[src/rtl/rename_latch.sv]
// rtl/rename_latch.sv - pipeline latch between instruction buffer and rename with checkpoint accounting
//
// Optional feature macro: RENAME_LATCH_PERF_CNT_EN (enables the two stall performance counters).
//
// Ports:
//   clk, reset                     clock, asynchronous active-high reset
//   flush_i                        mispredict flush, discards latched work, restores all checkpoints
//   stall_i                        rename cannot accept a group this cycle
//   instBufferReady_i              buffer presents four valid packets
//   decodedPacket0_i..3_i          incoming dispatch group
//   branchCount_i                  branches in the incoming group (0..4)
//   ctrlResolved_i                 one checkpoint released this cycle
//   stall_o                        back-pressure to the instruction buffer
//   renameReady_o                  latched group valid
//   decodedPacket0_o..3_o          latched group
//   branchCount_o                  latched branch count
//   freeCkpt_o                     free checkpoint count
//   ckptErr_o                      sticky checkpoint over-release error
//   stallCkptCnt_o, stallDownCnt_o stall performance counters (zero when the feature is off)
module rename_latch #(
  parameter int PKT_W  = 132,
  parameter int CKPT   = 4,
  parameter int CKPT_W = 3
) (
  input  logic              clk,
  input  logic              reset,
  input  logic              flush_i,
  input  logic              stall_i,
  input  logic              instBufferReady_i,
  input  logic [PKT_W-1:0]  decodedPacket0_i,
  input  logic [PKT_W-1:0]  decodedPacket1_i,
  input  logic [PKT_W-1:0]  decodedPacket2_i,
  input  logic [PKT_W-1:0]  decodedPacket3_i,
  input  logic [2:0]        branchCount_i,
  input  logic              ctrlResolved_i,
  output logic              stall_o,
  output logic              renameReady_o,
  output logic [PKT_W-1:0]  decodedPacket0_o,
  output logic [PKT_W-1:0]  decodedPacket1_o,
  output logic [PKT_W-1:0]  decodedPacket2_o,
  output logic [PKT_W-1:0]  decodedPacket3_o,
  output logic [2:0]        branchCount_o,
  output logic [CKPT_W-1:0] freeCkpt_o,
  output logic              ckptErr_o,
  output logic [31:0]       stallCkptCnt_o,
  output logic [31:0]       stallDownCnt_o
);

  localparam logic [CKPT_W-1:0] CKPT_FULL = CKPT_W'(CKPT);
  // Comparison width large enough for both the branch count and the free count.
  localparam int CMP_W = (CKPT_W > 3) ? CKPT_W : 3;

  logic [CKPT_W-1:0] free_ckpt;
  logic [CKPT_W-1:0] free_nxt;
  logic [CKPT_W-1:0] alloc;
  logic [CMP_W-1:0]  bc_ext;
  logic [CMP_W-1:0]  free_ext;
  logic              ckpt_short;
  logic              accept;
  logic              over_release;

  assign bc_ext   = CMP_W'(branchCount_i);
  assign free_ext = CMP_W'(free_ckpt);

  // A group with zero branches never compares greater than any free count,
  // so it is never blocked here even with no checkpoints left.
  assign ckpt_short = instBufferReady_i & (bc_ext > free_ext);
  assign stall_o    = stall_i | ckpt_short;
  assign accept     = instBufferReady_i & ~stall_o & ~flush_i;

  // An accepted group never exceeds the free count, so truncating to
  // CKPT_W bits cannot lose information.
  assign alloc = accept ? CKPT_W'(branchCount_i) : '0;

  // Releasing into a full pool would overflow; clamp and flag instead.
  assign over_release = ctrlResolved_i & (free_ckpt == CKPT_FULL) & (alloc == '0);

  always_comb begin
    free_nxt = free_ckpt - alloc + CKPT_W'(ctrlResolved_i);
    if (over_release) begin
      free_nxt = CKPT_FULL;
    end
    // Flush restores every checkpoint and ignores a same-cycle release.
    if (flush_i) begin
      free_nxt = CKPT_FULL;
    end
  end

  always_ff @(posedge clk or posedge reset) begin
    if (reset) begin
      free_ckpt <= CKPT_FULL;
      ckptErr_o <= 1'b0;
    end else begin
      free_ckpt <= free_nxt;
      if (over_release && !flush_i) begin
        ckptErr_o <= 1'b1;
      end
    end
  end

  always_ff @(posedge clk or posedge reset) begin
    if (reset) begin
      renameReady_o <= 1'b0;
    end else if (flush_i) begin
      renameReady_o <= 1'b0;
    end else if (accept) begin
      renameReady_o <= 1'b1;
    end else if (!stall_i) begin
      renameReady_o <= 1'b0;
    end
  end

  // Payload only moves on accept; otherwise it holds (stale data is
  // harmless once renameReady_o is low).
  always_ff @(posedge clk or posedge reset) begin
    if (reset) begin
      decodedPacket0_o <= '0;
      decodedPacket1_o <= '0;
      decodedPacket2_o <= '0;
      decodedPacket3_o <= '0;
      branchCount_o    <= '0;
    end else if (accept) begin
      decodedPacket0_o <= decodedPacket0_i;
      decodedPacket1_o <= decodedPacket1_i;
      decodedPacket2_o <= decodedPacket2_i;
      decodedPacket3_o <= decodedPacket3_i;
      branchCount_o    <= branchCount_i;
    end
  end

  assign freeCkpt_o = free_ckpt;

`ifdef RENAME_LATCH_PERF_CNT_EN
  logic [31:0] stall_ckpt_cnt;
  logic [31:0] stall_down_cnt;

  // Counters survive flush; only reset clears them. Both wrap naturally.
  always_ff @(posedge clk or posedge reset) begin
    if (reset) begin
      stall_ckpt_cnt <= '0;
      stall_down_cnt <= '0;
    end else begin
      if (ckpt_short && !stall_i) begin
        stall_ckpt_cnt <= stall_ckpt_cnt + 32'd1;
      end
      if (stall_i && instBufferReady_i) begin
        stall_down_cnt <= stall_down_cnt + 32'd1;
      end
    end
  end

  assign stallCkptCnt_o = stall_ckpt_cnt;
  assign stallDownCnt_o = stall_down_cnt;
`else
  assign stallCkptCnt_o = 32'd0;
  assign stallDownCnt_o = 32'd0;
`endif

endmodule

[config.mk]
export PLATFORM = sky130hd
export DESIGN_NAME = rename_latch
export DESIGN_NICKNAME = d
export VERILOG_FILES = /design/src/rtl/rename_latch.sv
export SDC_FILE = /design/constraint.sdc
export NUM_CORES = 1
export LEC_CHECK = 0
export CAP_MARGIN = 5
export CORE_AREA = 2 2 440 442
export DETAILED_ROUTE_END_ITERATION = 16
export DIE_AREA = 0 0 442 444
export HOLD_SLACK_MARGIN = 0.06
export PLACE_DENSITY = 0.31
export SLEW_MARGIN = 20
export SYNTH_ARGS = -nofsm -noshare
export SYNTH_HDL_FRONTEND = slang
export SYNTH_SLANG_ARGS = --single-unit
[constraint.sdc]
create_clock -name clk -period 15.65 [get_ports clk]
set_clock_uncertainty 0.05 [all_clocks]
set_input_delay 1.565 -clock clk [delete_from_list [all_inputs] [get_ports clk]]
set_output_delay 1.565 -clock clk [all_outputs]
set_load 0.1 [all_outputs]
==> flow_metrics.py <==
metrics = {
    "placement": {
        "placement_setup_slack_ns": 8.90,
        "io_buffer_count": 1073,
        "place.gp.congestion": 0.799,
        "dp_hpwl_um": 93700,
    },
    "floorplan": {
        "row_count": 161,
        "design.die.area_um2": 196000,
        "chipWidth_um": 442,
        "start_util": 0.110,
        "pin_count": 1138,
        "core_um2": 192000,
        "die_height_um": 444,
    },
    "logic_synthesis": {
        "synth-xor-area-share": 0.000835,
        "warnings_synthesis": 0,
        "synthMuxAreaShare": 0,
        "post_synth_adder_cell_area": 0.00453,
        "post_synth_num_cell_types": 28,
        "fraction_of_the_mapped_netlist_area_in_simple_logic_gates": 0.288,
        "synth.ff_latch_count": 536,
        "ys_seq_area_frac": 0.639,
        "syn_area_um2": 21000,
        "synth_compound_gate_area_share": 0.00537,
        "synth_cells": 2353,
        "synth_top_family_by_area": "simple AND/OR/NAND/NOR gates",
        "synthesis.area_per_instance_um2": 8.92,
    },
    "timing": {
        "unrepaired_setup_endpoints_after_global_routing": "no",
        "finalWorstPathRequiredPeriod_ns": 6.19,
        "finalSetupTns_ns": 0,
        "finalSetupViolations": 0,
        "fin_worst_hold_slack_ns": 0.414,
        "max-slew-margin-rel": 0.238,
        "final_max_slew_viol_count": 0,
        "hold_viol": 0,
        "portion_of_the_clock_cycle_consumed_by_the_worst_path_in_the_final_layout": 0.395,
        "timing.final.ws_setup_ns": 9.46,
        "worstMarginPinSlew_ns": 1.14,
        "achievable_clock_frequency_mhz": 162,
    },
    "drt": {
        "vias_per_cell": 3.17,
        "routedWlPerCell_um": 20.5,
        "routed_wl_um": 123000,
        "drtIter0Drc": 1049,
        "drt_first_pass_iters": 4,
        "ant_nets": 0,
        "remaining_drc_errors": 0,
        "detailroute.via_count": 19024,
    },
    "clock_network": {
        "post-cts-setup-buffer-count": 0,
        "cts-hold-fix-buffers": 0,
        "tritoncts_clock_tree": "done",
        "clock_net_sink_count": 536,
        "cts.htree.levels": 3,
        "clkSlewWorstSetupHoldPaths_ns": 0.05,
        "root_buffer": "sky130_fd_sc_hd__clkbuf_16",
        "clkLatencyLatePin_ns": 0.67,
        "clockBufferDepth": 3,
        "cts_inserted_buffers": 78,
        "ctsResizeCount": 0,
    },
    "critical_path": {
        "end_kind": "output port",
        "critical-path-max-stage-delay_ns": 1.15,
        "crit_fanout": 5,
        "ff2ff_setup_slack_ns": 10.62,
        "worstPathArrival_ns": 4.57,
        "timing.rr.start": "freeCkpt_o[2]",
        "worst-setup-path-type": "primary input to output port",
        "worstSetupStartpointType": "primary input",
        "timing.rr.end": "decodedPacket2_o[95]",
        "crit_chain": "clkdlybuf4s50_1 > buf_4 > ha_1 > and3_4 > o31ai_1 > buf_4 > clkdlybuf4s50_1",
        "critPathSlowestCell": "sky130_fd_sc_hd__clkdlybuf4s50_1",
        "timing.critical_path.required_ns": 14.04,
        "ff2ff_path_depth": 10,
    },
    "grt": {
        "grt.total_usage": 0.122,
        "overflow": 0,
        "grt_start_max_net_pins": 168,
        "antenna_violations_before_repair": 35,
        "global_route_wire_length_before_repair_um": 167000,
        "number_of_global_route_vias_before_repair": 19358,
    },
    "finish": {
        "most-common-layout-cells": "sky130_fd_sc_hd__nand2_1, sky130_fd_sc_hd__clkdlybuf4s50_1, sky130_fd_sc_hd__dfrtp_1, sky130_fd_sc_hd__clkbuf_16, sky130_fd_sc_hd__conb_1",
        "filler_cell_count": 21316,
        "layout.nets": 3953,
        "multiInputGateArea_um2": 6520,
        "sequential_cell_area_um2": 13400,
        "synthToLayoutAreaGrowth_pct": 74.3,
        "share_of_post_route_cells_with_drive_strength_above_1": 0.0491,
        "layout.cells.most_common": "sky130_fd_sc_hd__nand2_1",
    },
    "hold_path": {
        "timing.hold.worst.class": "flop to flop",
        "hp-start": "ckptErr_o",
        "min_to": "ckptErr_o",
        "worstHoldPathCells": 1,
    },
    "run": {
        "max_cap_viol_count": 0,
    },
    "run_status": {
        "status": "finished clean",
    },
}
synth_stat cells, drive strengths merged:
| library cell | n | area [µm²] |
|---|---|---|
| nor3b | 1 | 7.51 |
| ha | 6 | 75.1 |
| a211oi | 2 | 27.5 |
| and4 | 1 | 8.76 |
| o21a | 1 | 7.51 |
| inv | 11 | 41.3 |
| o311a | 1 | 10.0 |
| a31o | 1 | 8.76 |
| dfstp | 1 | 26.3 |
| buf | 169 | 1210 |
| dfrtp | 535 | 13400 |
| nor2 | 4 | 15.0 |
| xnor2 | 2 | 17.5 |
| and3 | 1 | 11.3 |
| nor4 | 1 | 6.26 |
| clkbuf | 13 | 48.8 |
| a21o | 2 | 15.0 |
| o311ai | 1 | 26.3 |
| conb | 1 | 3.75 |
| o31ai | 1 | 7.51 |
| nand2 | 1591 | 5970 |
| nor3 | 4 | 20.0 |
| fa | 1 | 20.0 |
| o21ai | 2 | 10.0 |
worst max-delay path by stage:
| stage | cells past startpoint | from | endpoint |
|---|---|---|---|
| floorplan | 1 | reset | branchCount_o[0] |
| detailed placement | 11 | branchCount_i[2] | decodedPacket1_o[51] |
| global placement | 11 | branchCount_i[2] | decodedPacket1_o[82] |
| finish | 7 | branchCount_i[2] | stall_o |
| global route | 7 | branchCount_i[2] | stall_o |
| CTS | 7 | branchCount_i[2] | stall_o |
per-stage QoR:
step / cell area (µm²) / util / std cells
5_1_grt: 36600 / 0.191 / 6000
4_1_cts: 36600 / 0.191 / 5988
2_1_floorplan: 21200 / - / 2416
6_report: 36600 / 0.191 / 6002
3_5_place_dp: 34000 / 0.178 / 5855
3_3_place_gp: 34000 / 0.178 / 5855
cell families (layout without fill, tap and decap cells):
| kind of cell | count (synthesis) | after routing |
|---|---|---|
| AO/OA/AOI/OAI | 11 | 11 |
| AND/OR/NAND/NOR | 1603 | 1603 |
| other | 1 | 78 |
| flip-flops | 536 | 536 |
| adder cells (fa/ha/maj) | 7 | 7 |
| buffers and inverters | 193 | 1239 |
| XOR/XNOR | 2 | 2 |
registers in the layout, indices dropped and copies added, names as in the netlist:
| register | count |
|---|---|
| decodedPacket0_o | 132 |
| renameReady_o | 1 |
| freeCkpt_o | 3 |
| branchCount_o | 3 |
| decodedPacket3_o | 132 |
| decodedPacket1_o | 132 |
| decodedPacket2_o | 132 |
| ckptErr_o | 1 |
layout make-up:
class	count	share of cell area
Sequential cell	536	0.367
Clock inverter	18	0.00616
Clock buffer	115	0.0630
Multi-Input combinational cell	1687	0.178
Antenna cell	14	0.000958
Timing Repair Buffer	1095	0.297
Inverter	11	0.00123
Tap cell	2526	0.0864
per-layer routing:
layer | up-vias | part of all wire | global-route usage
met2 | 639 | 0.51 | 0.213
met4 | 12 | 0.023 | 0.0404
met5 | - | 0.00067 | 0
met1 | 9133 | 0.37 | 0.131
li1 | 9082 | - | -
met3 | 158 | 0.090 | 0.0536
critical path, delay by kind of cell:
kind | cells | cell delay (ns)
buffers and inverters | 4 | 2.05
AO/OA/AOI/OAI | 1 | 0.47
adder cells (fa/ha/maj) | 1 | 0.28
AND/OR/NAND/NOR | 1 | 0.18
Power is not shown: default switching activity piles up to over one toggle a cycle in this logic, so the estimate is an artifact.
